[src/rtl/mips_pkg.sv]
// Shared types and encodings for the multicycle MIPS controller:
// FSM states, opcode/funct values, ALU control codes and mux select encodings.
package mips_pkg;

    typedef enum logic [3:0] {
        S_FETCH  = 4'd0,
        S_DECODE = 4'd1,
        S_MEMADR = 4'd2,
        S_MEMRD  = 4'd3,
        S_MEMWB  = 4'd4,
        S_MEMWR  = 4'd5,
        S_EXEC   = 4'd6,
        S_ALUWB  = 4'd7,
        S_BRANCH = 4'd8,
        S_ADDIEX = 4'd9,
        S_ORIEX  = 4'd10,
        S_IMMWB  = 4'd11,
        S_JUMP   = 4'd12
    } state_t;

    localparam logic [5:0] OP_RTYPE = 6'b000000;
    localparam logic [5:0] OP_LW    = 6'b100011;
    localparam logic [5:0] OP_SW    = 6'b101011;
    localparam logic [5:0] OP_BEQ   = 6'b000100;
    localparam logic [5:0] OP_BNE   = 6'b000101;
    localparam logic [5:0] OP_ADDI  = 6'b001000;
    localparam logic [5:0] OP_ORI   = 6'b001101;
    localparam logic [5:0] OP_J     = 6'b000010;

    localparam logic [5:0] F_ADD = 6'b100000;
    localparam logic [5:0] F_SUB = 6'b100010;
    localparam logic [5:0] F_AND = 6'b100100;
    localparam logic [5:0] F_OR  = 6'b100101;
    localparam logic [5:0] F_SLT = 6'b101010;

    localparam logic [2:0] ALU_AND = 3'b000;
    localparam logic [2:0] ALU_OR  = 3'b001;
    localparam logic [2:0] ALU_ADD = 3'b010;
    localparam logic [2:0] ALU_SUB = 3'b110;
    localparam logic [2:0] ALU_SLT = 3'b111;

    typedef enum logic [1:0] {
        AOP_ADD   = 2'b00,
        AOP_SUB   = 2'b01,
        AOP_FUNCT = 2'b10,
        AOP_OR    = 2'b11
    } aluop_t;

    localparam logic [1:0] SRCB_RT    = 2'b00;
    localparam logic [1:0] SRCB_FOUR  = 2'b01;
    localparam logic [1:0] SRCB_IMM   = 2'b10;
    localparam logic [1:0] SRCB_IMMSH = 2'b11;

    localparam logic [1:0] PCSRC_ALU    = 2'b00;
    localparam logic [1:0] PCSRC_ALUOUT = 2'b01;
    localparam logic [1:0] PCSRC_JUMP   = 2'b10;

endpackage

[src/rtl/mc_aludec.sv]
// ALU decoder: maps the FSM's ALU operation class plus funct to alucontrol,
// and flags funct values the datapath does not implement.
module mc_aludec
    import mips_pkg::*;
#(
    parameter int FUNCT_W = 6
) (
    input  aluop_t             aluop,
    input  logic [FUNCT_W-1:0] funct,
    output logic [2:0]         alucontrol,
    output logic               funct_illegal
);

    logic [2:0] funct_alu;

    always_comb begin
        funct_alu     = ALU_ADD;
        funct_illegal = 1'b0;
        case (funct)
            F_ADD:   funct_alu = ALU_ADD;
            F_SUB:   funct_alu = ALU_SUB;
            F_AND:   funct_alu = ALU_AND;
            F_OR:    funct_alu = ALU_OR;
            F_SLT:   funct_alu = ALU_SLT;
            default: funct_illegal = 1'b1;
        endcase
    end

    always_comb begin
        case (aluop)
            AOP_SUB:   alucontrol = ALU_SUB;
            AOP_FUNCT: alucontrol = funct_alu;
            AOP_OR:    alucontrol = ALU_OR;
            default:   alucontrol = ALU_ADD;
        endcase
    end

endmodule

[src/rtl/mips_multicycle_ctrl.sv]
// Moore-style controller for a shared-memory multicycle MIPS datapath.
// op/funct are captured in DECODE so later states never depend on the live IR.
module mips_multicycle_ctrl
    import mips_pkg::*;
#(
    parameter int OP_W    = 6,
    parameter int FUNCT_W = 6
) (
    input  logic               clk,
    input  logic               reset,
    input  logic [OP_W-1:0]    op,
    input  logic [FUNCT_W-1:0] funct,
    input  logic               zero,
    input  logic               mem_ready,
    output logic               mem_req,
    output logic               iord,
    output logic               memwrite,
    output logic               irwrite,
    output logic               pcen,
    output logic               regwrite,
    output logic               regdst,
    output logic               memtoreg,
    output logic               alusrca,
    output logic [1:0]         alusrcb,
    output logic               zeroext,
    output logic [1:0]         pcsrc,
    output logic [2:0]         alucontrol,
    output logic               illegal
);

    state_t             state_q, state_d;
    // variant_q distinguishes sw from lw in MEMADR and bne from beq in BRANCH
    logic               variant_q, variant_d;
    logic [FUNCT_W-1:0] funct_q, funct_d;
    logic [FUNCT_W-1:0] funct_sel;
    aluop_t             aluop;
    logic               funct_illegal;

    assign funct_sel = (state_q == S_DECODE) ? funct : funct_q;

    mc_aludec #(.FUNCT_W(FUNCT_W)) u_aludec (
        .aluop         (aluop),
        .funct         (funct_sel),
        .alucontrol    (alucontrol),
        .funct_illegal (funct_illegal)
    );

    always_ff @(posedge clk or negedge reset) begin
        if (!reset) begin
            state_q   <= S_FETCH;
            variant_q <= 1'b0;
            funct_q   <= '0;
        end else begin
            state_q   <= state_d;
            variant_q <= variant_d;
            funct_q   <= funct_d;
        end
    end

    always_comb begin
        state_d   = state_q;
        variant_d = variant_q;
        funct_d   = funct_q;
        case (state_q)
            S_FETCH:  if (mem_ready) state_d = S_DECODE;
            S_DECODE: begin
                funct_d   = funct;
                variant_d = (op == OP_SW) || (op == OP_BNE);
                case (op)
                    OP_LW, OP_SW:   state_d = S_MEMADR;
                    OP_RTYPE:       state_d = funct_illegal ? S_FETCH : S_EXEC;
                    OP_BEQ, OP_BNE: state_d = S_BRANCH;
                    OP_ADDI:        state_d = S_ADDIEX;
                    OP_ORI:         state_d = S_ORIEX;
                    OP_J:           state_d = S_JUMP;
                    default:        state_d = S_FETCH;
                endcase
            end
            S_MEMADR: state_d = variant_q ? S_MEMWR : S_MEMRD;
            S_MEMRD:  if (mem_ready) state_d = S_MEMWB;
            S_MEMWR:  if (mem_ready) state_d = S_FETCH;
            S_EXEC:   state_d = S_ALUWB;
            S_ADDIEX: state_d = S_IMMWB;
            S_ORIEX:  state_d = S_IMMWB;
            default:  state_d = S_FETCH;
        endcase
    end

    always_comb begin
        mem_req  = 1'b0;
        iord     = 1'b0;
        memwrite = 1'b0;
        irwrite  = 1'b0;
        pcen     = 1'b0;
        regwrite = 1'b0;
        regdst   = 1'b0;
        memtoreg = 1'b0;
        alusrca  = 1'b0;
        alusrcb  = SRCB_RT;
        zeroext  = 1'b0;
        pcsrc    = PCSRC_ALU;
        aluop    = AOP_ADD;
        illegal  = 1'b0;
        case (state_q)
            S_FETCH: begin
                mem_req = 1'b1;
                alusrcb = SRCB_FOUR;
                irwrite = mem_ready;
                pcen    = mem_ready;
            end
            S_DECODE: begin
                alusrcb = SRCB_IMMSH;
                case (op)
                    OP_RTYPE: illegal = funct_illegal;
                    OP_LW, OP_SW, OP_BEQ, OP_BNE, OP_ADDI, OP_ORI, OP_J: illegal = 1'b0;
                    default:  illegal = 1'b1;
                endcase
            end
            S_MEMADR: begin
                alusrca = 1'b1;
                alusrcb = SRCB_IMM;
            end
            S_MEMRD: begin
                mem_req = 1'b1;
                iord    = 1'b1;
            end
            S_MEMWB: begin
                regwrite = 1'b1;
                memtoreg = 1'b1;
            end
            S_MEMWR: begin
                mem_req  = 1'b1;
                iord     = 1'b1;
                memwrite = mem_ready;
            end
            S_EXEC: begin
                alusrca = 1'b1;
                aluop   = AOP_FUNCT;
            end
            S_ALUWB: begin
                regwrite = 1'b1;
                regdst   = 1'b1;
            end
            S_BRANCH: begin
                alusrca = 1'b1;
                aluop   = AOP_SUB;
                pcsrc   = PCSRC_ALUOUT;
                pcen    = variant_q ? ~zero : zero;
            end
            S_ADDIEX: begin
                alusrca = 1'b1;
                alusrcb = SRCB_IMM;
            end
            S_ORIEX: begin
                alusrca = 1'b1;
                alusrcb = SRCB_IMM;
                zeroext = 1'b1;
                aluop   = AOP_OR;
            end
            S_IMMWB:  regwrite = 1'b1;
            S_JUMP: begin
                pcsrc = PCSRC_JUMP;
                pcen  = 1'b1;
            end
            default: ;
        endcase
        // Strobes are suppressed for as long as reset is held, even in FETCH
        if (!reset) begin
            mem_req  = 1'b0;
            memwrite = 1'b0;
            irwrite  = 1'b0;
            pcen     = 1'b0;
            regwrite = 1'b0;
            illegal  = 1'b0;
        end
    end

endmodule
[config.mk]
export PLATFORM = sky130hd
export DESIGN_NAME = mips_multicycle_ctrl
export DESIGN_NICKNAME = d
export VERILOG_FILES = /design/src/rtl/mips_pkg.sv /design/src/rtl/mc_aludec.sv /design/src/rtl/mips_multicycle_ctrl.sv
export SDC_FILE = /design/constraint.sdc
export NUM_CORES = 1
export LEC_CHECK = 0
export ABC_AREA = 1
export CAP_MARGIN = 20
export CELL_PAD_IN_SITES_DETAIL_PLACEMENT = 1
export CELL_PAD_IN_SITES_GLOBAL_PLACEMENT = 1
export CORE_MARGIN = 4
export CORE_UTILIZATION = 32
export DETAILED_ROUTE_END_ITERATION = 6
export PLACE_DENSITY_LB_ADDON = 0.1
export SLEW_MARGIN = 20
export SYNTH_ARGS = -nofsm -noshare
export SYNTH_HDL_FRONTEND = slang
export SYNTH_SLANG_ARGS = --single-unit
[constraint.sdc]
create_clock -name clk -period 3.1 [get_ports clk]
set_input_delay 0.62 -clock clk [delete_from_list [all_inputs] [get_ports clk]]
set_output_delay 0.62 -clock clk [all_outputs]
set_load 0.05 [all_outputs]
### Yosys cells after proc, flatten, opt, wreduce, memory -nomap -nowiden

Index checks and enable logic that the tools add are counted.

* equality and inequality tests: 30
* multiplexer cells: 33
* bitwise operators: 1
* reduce and logical (&&, ||, !) cells: 14

Operators by type and width (count)
* == test 6 bit (second input constant): 7
* one-hot mux 4 bit (7 select lines): 1
* one-hot mux 4 bit (6 select lines): 1
* == test 4 bit (second input constant): 5
* two-way mux 1 bit: 18
* == test 4 x 3 -> 1 bit (second input constant): 4
* == test 6 x 3 -> 1 bit (second input constant): 2
* == test 6 x 4 -> 1 bit (second input constant): 2
* two-way mux 4 bit: 3
* one-hot mux 2 bit (3 select lines): 2
* one-hot mux 3 bit (4 select lines): 1
* OR reduction 5 bit: 2
* one-hot mux 3 bit (3 select lines): 1
* OR reduction 3 bit: 3
* == test 4 x 2 -> 1 bit (second input constant): 2
* OR reduction 2 bit: 4
* OR reduction 7 bit: 1
* == test 6 x 2 -> 1 bit (second input constant): 1
* logical NOT 6 bit: 1
* two-way mux 3 bit: 2
* two-way mux 6 bit: 1
* != test 2 bit (second input constant): 3
* == test 2 bit (second input constant): 2
* == test 4 x 1 -> 1 bit (second input constant): 1
* other kinds (8): 8

* flip-flop bits (word level): 11
* input port bits: 16
* output and inout port bits: 18
* word-level logic and storage cells: 81

### Depth between registers and ports, before layout

Gate-level depths: netlist (run 1).

* word-level depth: 8
* depth in mapped cells: 16
* gate-level depth less buffers: 15

### By module

A second synthesis (run 1) with hierarchy kept.

* cells, all modules: 166
* area total of the unflattened synthesis: 959.7 um^2

Modules (own cells, without submodules)
* mips_multicycle_ctrl: instances 1, cells each 137, area an instance 833.3 um^2, seq. area each 275.3 um^2
* mc_aludec: instances 1, cells each 29, area an instance 126.4 um^2, seq. area each 0.0 um^2

### Least setup slack after synthesis (run 1)

Ideal clock, no wire load.

* path kind: register -> output
* start point: register state_q[1]
* end point: output pcen
* arrival: 2.612 ns
* required time: 2.480 ns
* path slack: -0.132 ns
* stages on the path, launching flop included: 6
* path buffers: 0
* cell sequence: dfrtp_1 nor2_1 inv_1 nor3_1 a221oi_1 nor2_1

* word-level cells in the longest chain between the ends: 3
* elaborated cells on any way between the ends: 5
* classes of those cells: eq/ne: 2; mux: 2; reduce/logical: 1

Ends and longest elaborated chain
* start: declaration: RTL line mips_multicycle_ctrl.sv:31 `state_t state_q, state_d;`
* start signal: assignment: RTL line mips_multicycle_ctrl.sv:54 `state_q <= state_d;`
* == test 4 bit / logical NOT 4 bit (equally long branches): RTL line mips_multicycle_ctrl.sv:104 `case (state_q)`
* one-hot mux 1 bit (3 select lines) *: RTL line mips_multicycle_ctrl.sv:104
* two-way mux 1 bit *: RTL line mips_multicycle_ctrl.sv:168 `if (!reset) begin`
* end: declaration: RTL line mips_multicycle_ctrl.sv:19 `output logic pcen,`

Mark *: on every way between the ends. The rest lies on a longest branch, timed or not.

### Worst setup path in the final report (run 1)

* start point: register state_q[1]
* end point: output illegal

* word-level cells in the longest chain between the ends: 8
* elaborated cells on any way between the ends: 12
* classes of those cells: eq/ne: 6; mux: 5; reduce/logical: 1

Ends and longest elaborated chain
* == test 4 x 1 -> 1 bit *: RTL line mips_multicycle_ctrl.sv:39, mips_multicycle_ctrl.sv:104
* two-way mux 6 bit
* == test 6 bit: RTL line mc_aludec.sv:19 `case (funct)`
* OR reduction 5 bit (no source line)
* two-way mux 1 bit: RTL line mc_aludec.sv:19
* one-hot mux 1 bit (2 select lines): RTL line mips_multicycle_ctrl.sv:113 `case (op)`
* two-way mux 1 bit *: RTL line mips_multicycle_ctrl.sv:104
* two-way mux 1 bit *: RTL line mips_multicycle_ctrl.sv:168
* end: declaration: RTL line mips_multicycle_ctrl.sv:28 `output logic illegal`

Marks and branches as above.

==> results of run 1 <==
==> cell usage after synthesis (all sizes together) <==
master	n	area, um2
a211oi	1	7.510
a21oi	3	15.01
a221oi	1	8.760
buf	1	11.26
dfrtp	11	275.3
inv	31	116.4
nand2	45	201.4
nand3	11	55.05
nand3b	1	7.510
nand4	4	25.02
nor2	28	132.6
nor3	8	40.04
nor3b	1	7.510
nor4	1	6.260
o21ai	5	25.02
o311ai	1	8.760
xor2	1	8.760
==> worst max-delay path, cell delays in order, from the launching register on <==
cell and delay, ns:
dfrtp_1 0.45, nor2_4 0.22, nand2_2 0.22, nand2_1 0.11
nand2_1 0.09, inv_2 0.09, nor2_1 0.06, nand2_1 0.07
nand2_1 0.07, nand2_2 0.07, nand3_1 0.07, nor3_1 0.29
buf_12 0.19
==> cell families after synthesis <==
logic type	Yosys count	synth area share, %
AO/OA/AOI/OAI	11	6.833
XOR/XNOR	1	0.9200
buffers and inverters	32	13.40
flip-flops	11	28.91
AND/OR/NAND/NOR	99	49.93
==> registers in the layout, summed over array words and instances, names as in the netlist <==
register and count:
funct_q 6, variant_q 1, state_q 4
==> layout make-up <==
cell class,count,share of cell area (%)
timing repair buffer,34,29.00
clock buffer,4,1.845
tap,31,2.724
inverter,31,8.172
multi-input combinational,111,38.93
sequential,11,19.33
==> final timing paths <==
path / from / end / slack (ns) / depth (start not counted)
max in group asynchronous: reset / funct_q[3] / 2.26 / 2
worst max register to register: state_q[2] / state_q[2] / 1.25 / 15
min in group asynchronous: reset / state_q[1] / 0.69 / 2
worst min-delay path: funct_q[1] / funct_q[1] / 0.52 / 2
worst max-delay path: state_q[1] / illegal / 0.20 / 12
worst min register to register: funct_q[1] / funct_q[1] / 0.52 / 2
==> through the flow <==
stage / area (um2) / setup slack, ns / util [%] / power (uW)
global route: 1424 / 0.01627 / 50.76 / 1477
floorplan: 957.2 / 0.1497 / - / 953.3
detailed placement: 1398 / 0.3197 / 49.82 / 1273
global placement: 1398 / 0.3787 / 49.82 / 1245
finish: 1424 / 0.1962 / 50.76 / 1368
CTS: 1424 / 0.1883 / 50.76 / 1377
==> power groups by stage <==
stage               Clock [uW]  Sequential (uW)  Combinational (uW)
global route               111              265                1100
floorplan                    0              247                 706
global placement             0              255                 990
detailed placement           0              261                1010
CTS                        103              258                1020
finish                     101              257                1010
==> metal layers <==
| metal | vias to the layer above | global-route usage, % | wire [um] |
|---|---|---|---|
| met5 | - | 0 | 0 |
| met4 | 0 | 1.653 | 0 |
| met3 | 0 | 4.137 | 170 |
| met2 | 26 | 29.96 | 1648 |
| met1 | 516 | 21.51 | 1375 |
| li1 | 554 | - | - |
==> metrics.yaml, run 1 <==
status: "finished, final reports clean"
leakagePower_uw: 0.0007032
num-fill-cells: 376
internal-power_uw: 591.9
clockPowerShare_pct: 7.4
cp_data_arrival_time_ns: 2.28
drive_gt1_share_pct: 16.23
p_comb_share_pct: 73.8
ys_seq_area_share_pct: 28.91
synthCells: 154
drtIter0Drc: 61
vdd_ir_drop_max_v: 0.0005086
area_growth_pct: 49.54
post_cts_resized: 0
switchingPower_uw: 775.9
final_common_cell: "nand2_1"
power.share.sequential_pct: 18.8
place_inst: 218
cts_buffers: 3
yosysWarnings: 0
layout.nets: 208
crit_path_max_fanout: 11
fin_setup_tns_ns: 0
dp_hpwl_um: 2730
fin_worst_skew_ns: 0.002274
critPathKind: "reg2out"
cts_hold_buf: 0
worstMarginPinSlew_ns: 0.5238
htree_levels: 1
final_cell_mix: "36 x nand2_1, 29 x inv_1, 23 x nor2_1, 23 x clkdlybuf4s50_1"
synth.ff_latch_count: 11
post_cts_buffers: 0
clock_tree.root_cell: "clkbuf_4"
maxCapViolCount: 0
fin_crit_ns: 2.904
syn_area_um2: 952.2
die_width_um: 62.55
cts_buffer_depth: 2
grt_max_degree: 13
syn_nets: 170
holdWs_ns: 0.5183
max_freq_mhz: 344.4
rsz0062_at_grt: "no"
end_kind: "output pin"
ios: 34
final_cells: 222
multiInputGateArea_um2: 554.3
drv_slew: 0
max_slew_margin_pct: 64.97
p_sw_share_pct: 56.73
fp.coreArea_mm2: 0.002805
period_share_pct: 93.67
n_antenna_cell: 0
portBuffers: 33
fp.dieH_um: 62.55
place_congestion: 0.8349
grt_pass1_vias: 1182
ant_nets: 0
synthDistinctLibCells: 22
hold_viol_final: 0
required_ns: 2.48
hold_path.class: "reg2reg"
firstDrtPassIters: 4
syn_area_per_cell_um2: 6.183
remaining_drc_errors: 0
vias: 1096
antenna_found_initial: 0
power_density_mw_per_mm2: 960.6
grt_pass1_wl_um: 5382
wl_per_cell_um: 14.39
gr-total-overflow: 0
cts_sinks: 11
clk_latency_ns: 0.27
cp-start-kind: "register"
cts.clk_slew.worst_paths_ns: 0.07
start_util_pct: 33.94
via_per_inst: 4.937
die_area_mm2: 0.003913
tritoncts: "built"
placementRows: 19
routed_wl_um: 3194
seqCellArea_um2: 275.3
track_usage_pct: 16.96
finalSetupViolations: 0
Note: power is estimated with default switching activity, not from simulation.
==> run 2, diff against run 1 <==
--- a/config.mk
+++ b/config.mk
@@ -9,7 +9,6 @@
 export CAP_MARGIN = 20
 export CELL_PAD_IN_SITES_DETAIL_PLACEMENT = 1
 export CELL_PAD_IN_SITES_GLOBAL_PLACEMENT = 1
-export CORE_MARGIN = 4
 export CORE_UTILIZATION = 32
 export DETAILED_ROUTE_END_ITERATION = 6
 export PLACE_DENSITY_LB_ADDON = 0.1
==> run 2 against run 1 <==
Hold slack got worse by 0.0057 ns. Clock skew decreased by 0.0019 ns. Count of clock-buffer cells in the layout is the same. Cell area is the same. Combinational power is essentially flat.
==> metrics.yaml, run 2 (synthesized netlist as in run 1, its figures left out) <==
cts.clk_slew.worst_paths_ns: 0.07  # about the same
hold_viol_final: 0  # unchanged
max_freq_mhz: 347.4  # +0.87%
post_cts_buffers: 0  # unchanged
layout.nets: 208  # unchanged
die_area_mm2: 0.003198  # -18%
cts_buffer_depth: 2  # unchanged
wl_per_cell_um: 13.12  # -8.8%
min_from: "funct_q[3]"
power.share.sequential_pct: 18.9  # about the same
vias: 1087  # -0.82%
htree_levels: 1  # unchanged
period_share_pct: 92.86  # -0.81 points
leakagePower_uw: 0.0007032  # unchanged
rr_endpoint: "state_q[2]"
p_comb_share_pct: 73.7  # about the same
grt_pass1_vias: 1147  # -3.0%
firstDrtPassIters: 4  # unchanged
cp.depth: 8  # -4
via_per_inst: 4.896  # -0.82%
multiInputGateArea_um2: 554.3  # unchanged
power_density_mw_per_mm2: 946.5  # -1.5%
fin_setup_tns_ns: 0  # unchanged
tritoncts: "built"
remaining_drc_errors: 0  # unchanged
ant_nets: 0  # unchanged
holdWs_ns: 0.5126  # -0.005716 ns
critPathBufInv: 1  # -1
rsz0062_at_grt: "no"
rr_worst_depth: 15  # unchanged
crit_family: "simple AND/OR/NAND/NOR gates"
critPathKind: "reg2out"
die_width_um: 56.55  # -9.6%
cts_hold_buf: 0  # unchanged
maxCapViolCount: 0  # unchanged
required_ns: 2.48  # about the same
cp_data_arrival_time_ns: 2.26  # -0.02 ns
top_register: "funct_q"
track_usage_pct: 20.38  # +3.4 points
hold_path.class: "reg2reg"
vdd_ir_drop_max_v: 0.0005764  # +13%
area_growth_pct: 49.54  # unchanged
cts_sinks: 11  # unchanged
fin_crit_ns: 2.879  # -0.02511 ns
n_antenna_cell: 0  # unchanged
internal-power_uw: 591.9  # about the same
cpMostUsedCell: "nand2_2"
wl_met1_um: 1260  # -8.4%
clock_tree.root_cell: "clkbuf_4"
start_util_pct: 34.23  # +0.29 points
drv_slew: 0  # unchanged
finalSetupViolations: 0  # unchanged
max_stage_delay_ns: 0.45  # about the same
drtIter0Drc: 22  # -64%
crit_path_max_fanout: 11  # unchanged
largestRegisters: "funct_q x6, state_q x4, variant_q x1"
portBuffers: 33  # unchanged
top_layer: "met4"
switchingPower_uw: 755.8  # -2.6%
grt_pass1_wl_um: 5064  # -5.9%
final_common_cell: "nand2_1"
min_to: "funct_q[3]"
seqCellArea_um2: 275.3  # unchanged
final_cell_mix: "36 x nand2_1, 29 x inv_1, 23 x nor2_1, 23 x clkdlybuf4s50_1"
num-fill-cells: 377  # +0.27%
worstReg2RegStart: "state_q[2]"
end_kind: "output pin"
fp.coreArea_mm2: 0.002781  # -0.85%
p_sw_share_pct: 56.08  # -0.65 points
fin_worst_skew_ns: 0.0004013  # -0.001873 ns
met2WireLength_um: 1517  # -7.9%
crit_chain: "nor2_2 > nand2_2 > nand2_1 > nand2_2 > nor2_4 > nand3_1 > o311ai_1 > buf_12"
place_congestion: 0.8244  # -1.3%
clockPowerShare_pct: 7.4  # about the same
cts_buffers: 3  # unchanged
crit_slowest_cell: "o311ai_1"
clk_latency_ns: 0.27  # about the same
status: "finished, final reports clean"
whs_path_depth: 2  # unchanged
r2r_slack_ns: 1.21  # -0.04 ns
cp-start-kind: "register"
dp_hpwl_um: 2546  # -6.7%
finalWorstSetupSlack_ns: 0.2213  # +0.02511 ns
worstMarginPinSlew_ns: 0.4930  # -0.03084 ns
wl_met3_um: 124  # -27%
antenna_found_initial: 0  # unchanged
place_ws_ns: 0.3081  # -0.01160 ns
grt_max_degree: 13  # unchanged
post_cts_resized: 0  # unchanged
gr-total-overflow: 0  # unchanged
placementRows: 19  # unchanged
max_slew_margin_pct: 66.62  # +1.6 points
fp.dieH_um: 56.55  # -9.6%
drive_gt1_share_pct: 16.23  # unchanged
routed_wl_um: 2913  # -8.8%
largest_reg_flops: 6  # unchanged
ios: 34  # unchanged
-- run 2: cell counts in the layout (fill, tap and decap cells not counted) --
No cell type changed its count.
-- run 2: worst reg2reg max path: stages, from the launching register on --
cell     delay, ns
dfrtp_1       0.42
inv_1         0.14
nand2_2       0.13
nor2_4        0.20
nand2_1       0.08
nand2_1       0.10
inv_2         0.05
nor2_1        0.16
nand2_1       0.09
nand2_1       0.09
nand2_2       0.07
nand2_1       0.08
nand2_1       0.06
nand2_1       0.06
nand2_1       0.05
nand2_1       0.05
-- run 2: worst max-delay path by stage --
stage | startpoint | endpoint
after floorplan | state_q[1] | alucontrol[0]
after global placement | funct[0] | illegal
after detailed placement | funct[0] | illegal
after CTS | state_q[2] | alucontrol[0]
after global routing | state_q[2] | illegal
final | state_q[2] | alucontrol[0]
-- run 2: layout make-up --
class,instances,area share (%)
Inverter,31,8.172
Multi-Input combinational cell,111,38.93
Sequential cell,11,19.33
Timing Repair Buffer,34,29.00
Clock buffer,4,1.845
Tap cell,31,2.724
-- run 2: power groups by stage --
stage	sequential, uW	clock, uW	combinational (uW)
after global placement	254	0	975
final	255	99.8	993
after CTS	256	105	1010
after global routing	262	109	1090
after floorplan	247	0	706
after detailed placement	258	0	1000
-- run 2: routing by layer --
layer  up-vias  global-route usage (%)
li1        556                       -
met1       506                   25.22
met2        23                   35.63
met3         2                   4.608
met4         0                   4.878
met5         -                       0
-- run 2: per-stage QoR --
step                util, %  instances  power (uW)  cell area [um2]
detailed placement    50.25        218        1261             1398
global route          51.19        222        1463             1424
finish                51.19        222        1348             1424
CTS                   51.19        222        1367             1424
global placement      50.25        218        1230             1398
floorplan                 -        154       953.3            957.2
==> run 3, diff against run 2 <==
--- a/config.mk
+++ b/config.mk
@@ -11,6 +11,7 @@
 export CELL_PAD_IN_SITES_GLOBAL_PLACEMENT = 1
 export CORE_UTILIZATION = 32
 export DETAILED_ROUTE_END_ITERATION = 6
+export GPL_TIMING_DRIVEN = 0
 export PLACE_DENSITY_LB_ADDON = 0.1
 export SLEW_MARGIN = 20
 export SYNTH_ARGS = -nofsm -noshare
==> run 3 against run 2 <==
Sequential power barely moved. Cell area fell by 5.4%. Flip-flop and latch count did not move. Die area did not move. Global-route usage fell by 1.1 points. Count of clock-buffer cells in the layout did not move. Utilization fell by 2.8 points. Power fell by 3.0%. Highest routed layer unchanged. Maximum frequency fell by 1.7%. Critical path type unchanged. Critical path depth rose by 2.
==> metrics.yaml, run 3 (synthesized netlist as in run 1, its figures left out) <==
status: "finished, final reports clean"
antenna_found_initial: 0  # unchanged
drtIter0Drc: 26  # +18%
n_antenna_cell: 0  # unchanged
htree_levels: 1  # unchanged
max_freq_mhz: 341.5  # -1.7%
period_share_pct: 94.46  # +1.6 points
crit_slowest_cell: "clkdlybuf4s15_1"
via_per_inst: 4.959  # +1.3%
tritoncts: "built"
clk_latency_ns: 0.26  # about the same
cts_hold_buf: 0  # unchanged
layout.nets: 208  # unchanged
cts.clk_slew.worst_paths_ns: 0.07  # about the same
top_register: "funct_q"
maxCapViolCount: 0  # unchanged
vdd_ir_drop_max_v: 0.0005987  # +3.9%
finalSetupViolations: 0  # unchanged
worstReg2RegStart: "state_q[2]"
critPathKind: "reg2out"
fp.dieH_um: 56.55  # unchanged
crit_chain: "inv_1 > nand2_2 > nor2_4 > nand2_1 > nand2_1 > inv_2 > nor2_1 > nand2_1 > o21ai_0 > clkdlybuf4s15_1"
area_growth_pct: 41.39
cts_buffer_depth: 2  # unchanged
largest_reg_flops: 6  # unchanged
worstMarginPinSlew_ns: 0.5158  # +0.02285 ns
rr_worst_depth: 15  # unchanged
leakagePower_uw: 0.0007007  # -0.35%
grt_pass1_vias: 1070  # -6.7%
power_density_mw_per_mm2: 971.3  # +2.6%
final_util_pct: 48.40  # -2.8 points
wl_per_cell_um: 13.10  # -0.17%
placementRows: 19  # unchanged
start_util_pct: 34.23  # unchanged
fp.coreArea_mm2: 0.002781  # unchanged
crit_path_max_fanout: 7  # -4
hold_path.class: "in2async"
routed_wl_um: 2908  # -0.17%
remaining_drc_errors: 0  # unchanged
critPathBufInv: 3  # +2
track_usage_pct: 19.32  # -1.1 points
required_ns: 2.48  # about the same
place_ws_ns: -0.3327  # -0.6408 ns
rr_endpoint: "state_q[2]"
fin_worst_skew_ns: 0.002840  # +0.002439 ns
max_slew_margin_pct: 65.50  # -1.1 points
cp-start-kind: "register"
drive_gt1_share_pct: 12.57  # -3.7 points
cts_buffers: 3  # unchanged
drv_slew: 0  # unchanged
die_width_um: 56.55  # unchanged
place_congestion: 0.7666  # -7.0%
post_cts_buffers: 0  # unchanged
cpMostUsedCell: "nand2_1"
ios: 34  # unchanged
fin_setup_tns_ns: 0  # unchanged
final_common_cell: "nand2_1"
fin_crit_ns: 2.928  # +0.04946 ns
end_kind: "output pin"
portBuffers: 33  # unchanged
cp_data_arrival_time_ns: 2.31  # +0.05 ns
holdWs_ns: 0.3359  # -0.1767 ns
grt_pass1_wl_um: 4809  # -5.0%
final_cell_mix: "36 x nand2_1, 29 x inv_1, 25 x clkdlybuf4s50_1"
hold_viol_final: 0  # unchanged
max_stage_delay_ns: 0.53  # +0.08 ns
die_area_mm2: 0.003198  # unchanged
ant_nets: 0  # unchanged
crit_family: "buffers and inverters"
clock_tree.root_cell: "clkbuf_4"
grt_max_degree: 14  # +1
r2r_slack_ns: 1.29  # +0.08 ns
finalWorstSetupSlack_ns: 0.1719  # -0.04946 ns
largestRegisters: "funct_q x6, state_q x4, variant_q x1"
vias: 1101  # +1.3%
firstDrtPassIters: 4  # unchanged
cts_sinks: 11  # unchanged
gr-total-overflow: 0  # unchanged
dp_hpwl_um: 2453  # -3.6%
[run 3: cell count changes in the layout (fill, tap and decap cells not counted)]
cell	delta
buf_4	-3
dlygate4sd2_1	+2
buf_6	+1
dlymetal6s2s_1	+2
buf_12	-8
clkbuf_2	+2
clkdlybuf4s50_1	+2
clkdlybuf4s15_2	+1
clkdlybuf4s15_1	+1
[run 3: report_power, final]
| part | switching [uW] | internal (uW) |
|---|---|---|
| sequential | 47.9 | 209 |
| clock | 47.2 | 49.7 |
| combinational | 659 | 295 |
| total | 754 | 554 |
[run 3: final cells by class]
class | count | area (um2)
Clock buffer | 4 | 26.28
Sequential cell | 11 | 275.3
Buffer | 1 | 11.26
Fill cell | 385 | 1435
Inverter | 31 | 116.4
Multi-Input combinational cell | 111 | 554.3
Tap cell | 31 | 38.79
Timing Repair Buffer | 33 | 324.1
[run 3: worst max path at each step]
| stage | start | endpoint | slack, ns | cells past startpoint |
|---|---|---|---|---|
| after CTS | state_q[0] | illegal | 0.01 | 14 |
| after floorplan | state_q[1] | alucontrol[0] | 0.15 | 8 |
| final | state_q[2] | alucontrol[2] | 0.17 | 10 |
| after detailed placement | reset | memwrite | -0.33 | 4 |
| after global routing | state_q[2] | alucontrol[2] | -0.005 | 10 |
| after global placement | reset | illegal | -0.36 | 4 |
[run 3: routing by layer]
layer  GRT usage [%]  part of all wire, %
met5               0                    0
met2           34.79                   52
met3           3.456                  3.3
met4           2.091                 0.41
met1           24.64                   44
[run 3: worst register-to-register path: cells and delay by family, from the launching register on]
kind | cells | cell delay (ns)
buffers and inverters | 2 | 0.19
AND/OR/NAND/NOR | 13 | 1.14
flip-flops | 1 | 0.43
[run 3: what timing repair did]
item                       CTS  global route
hold endpoints to repair     0             0
pin swaps                    0             0
setup endpoints to repair   10             5
resized for setup            8             9
[run 3: through the flow]
step | total power [uW] | cell area, um2 | instances
4_1_cts | 1332 | 1348 | 222
5_1_grt | 1416 | 1346 | 222
6_report | 1308 | 1346 | 222
2_1_floorplan | 953.3 | 957.2 | 154
3_5_place_dp | 1234 | 1326 | 218
3_3_place_gp | 1197 | 1326 | 218
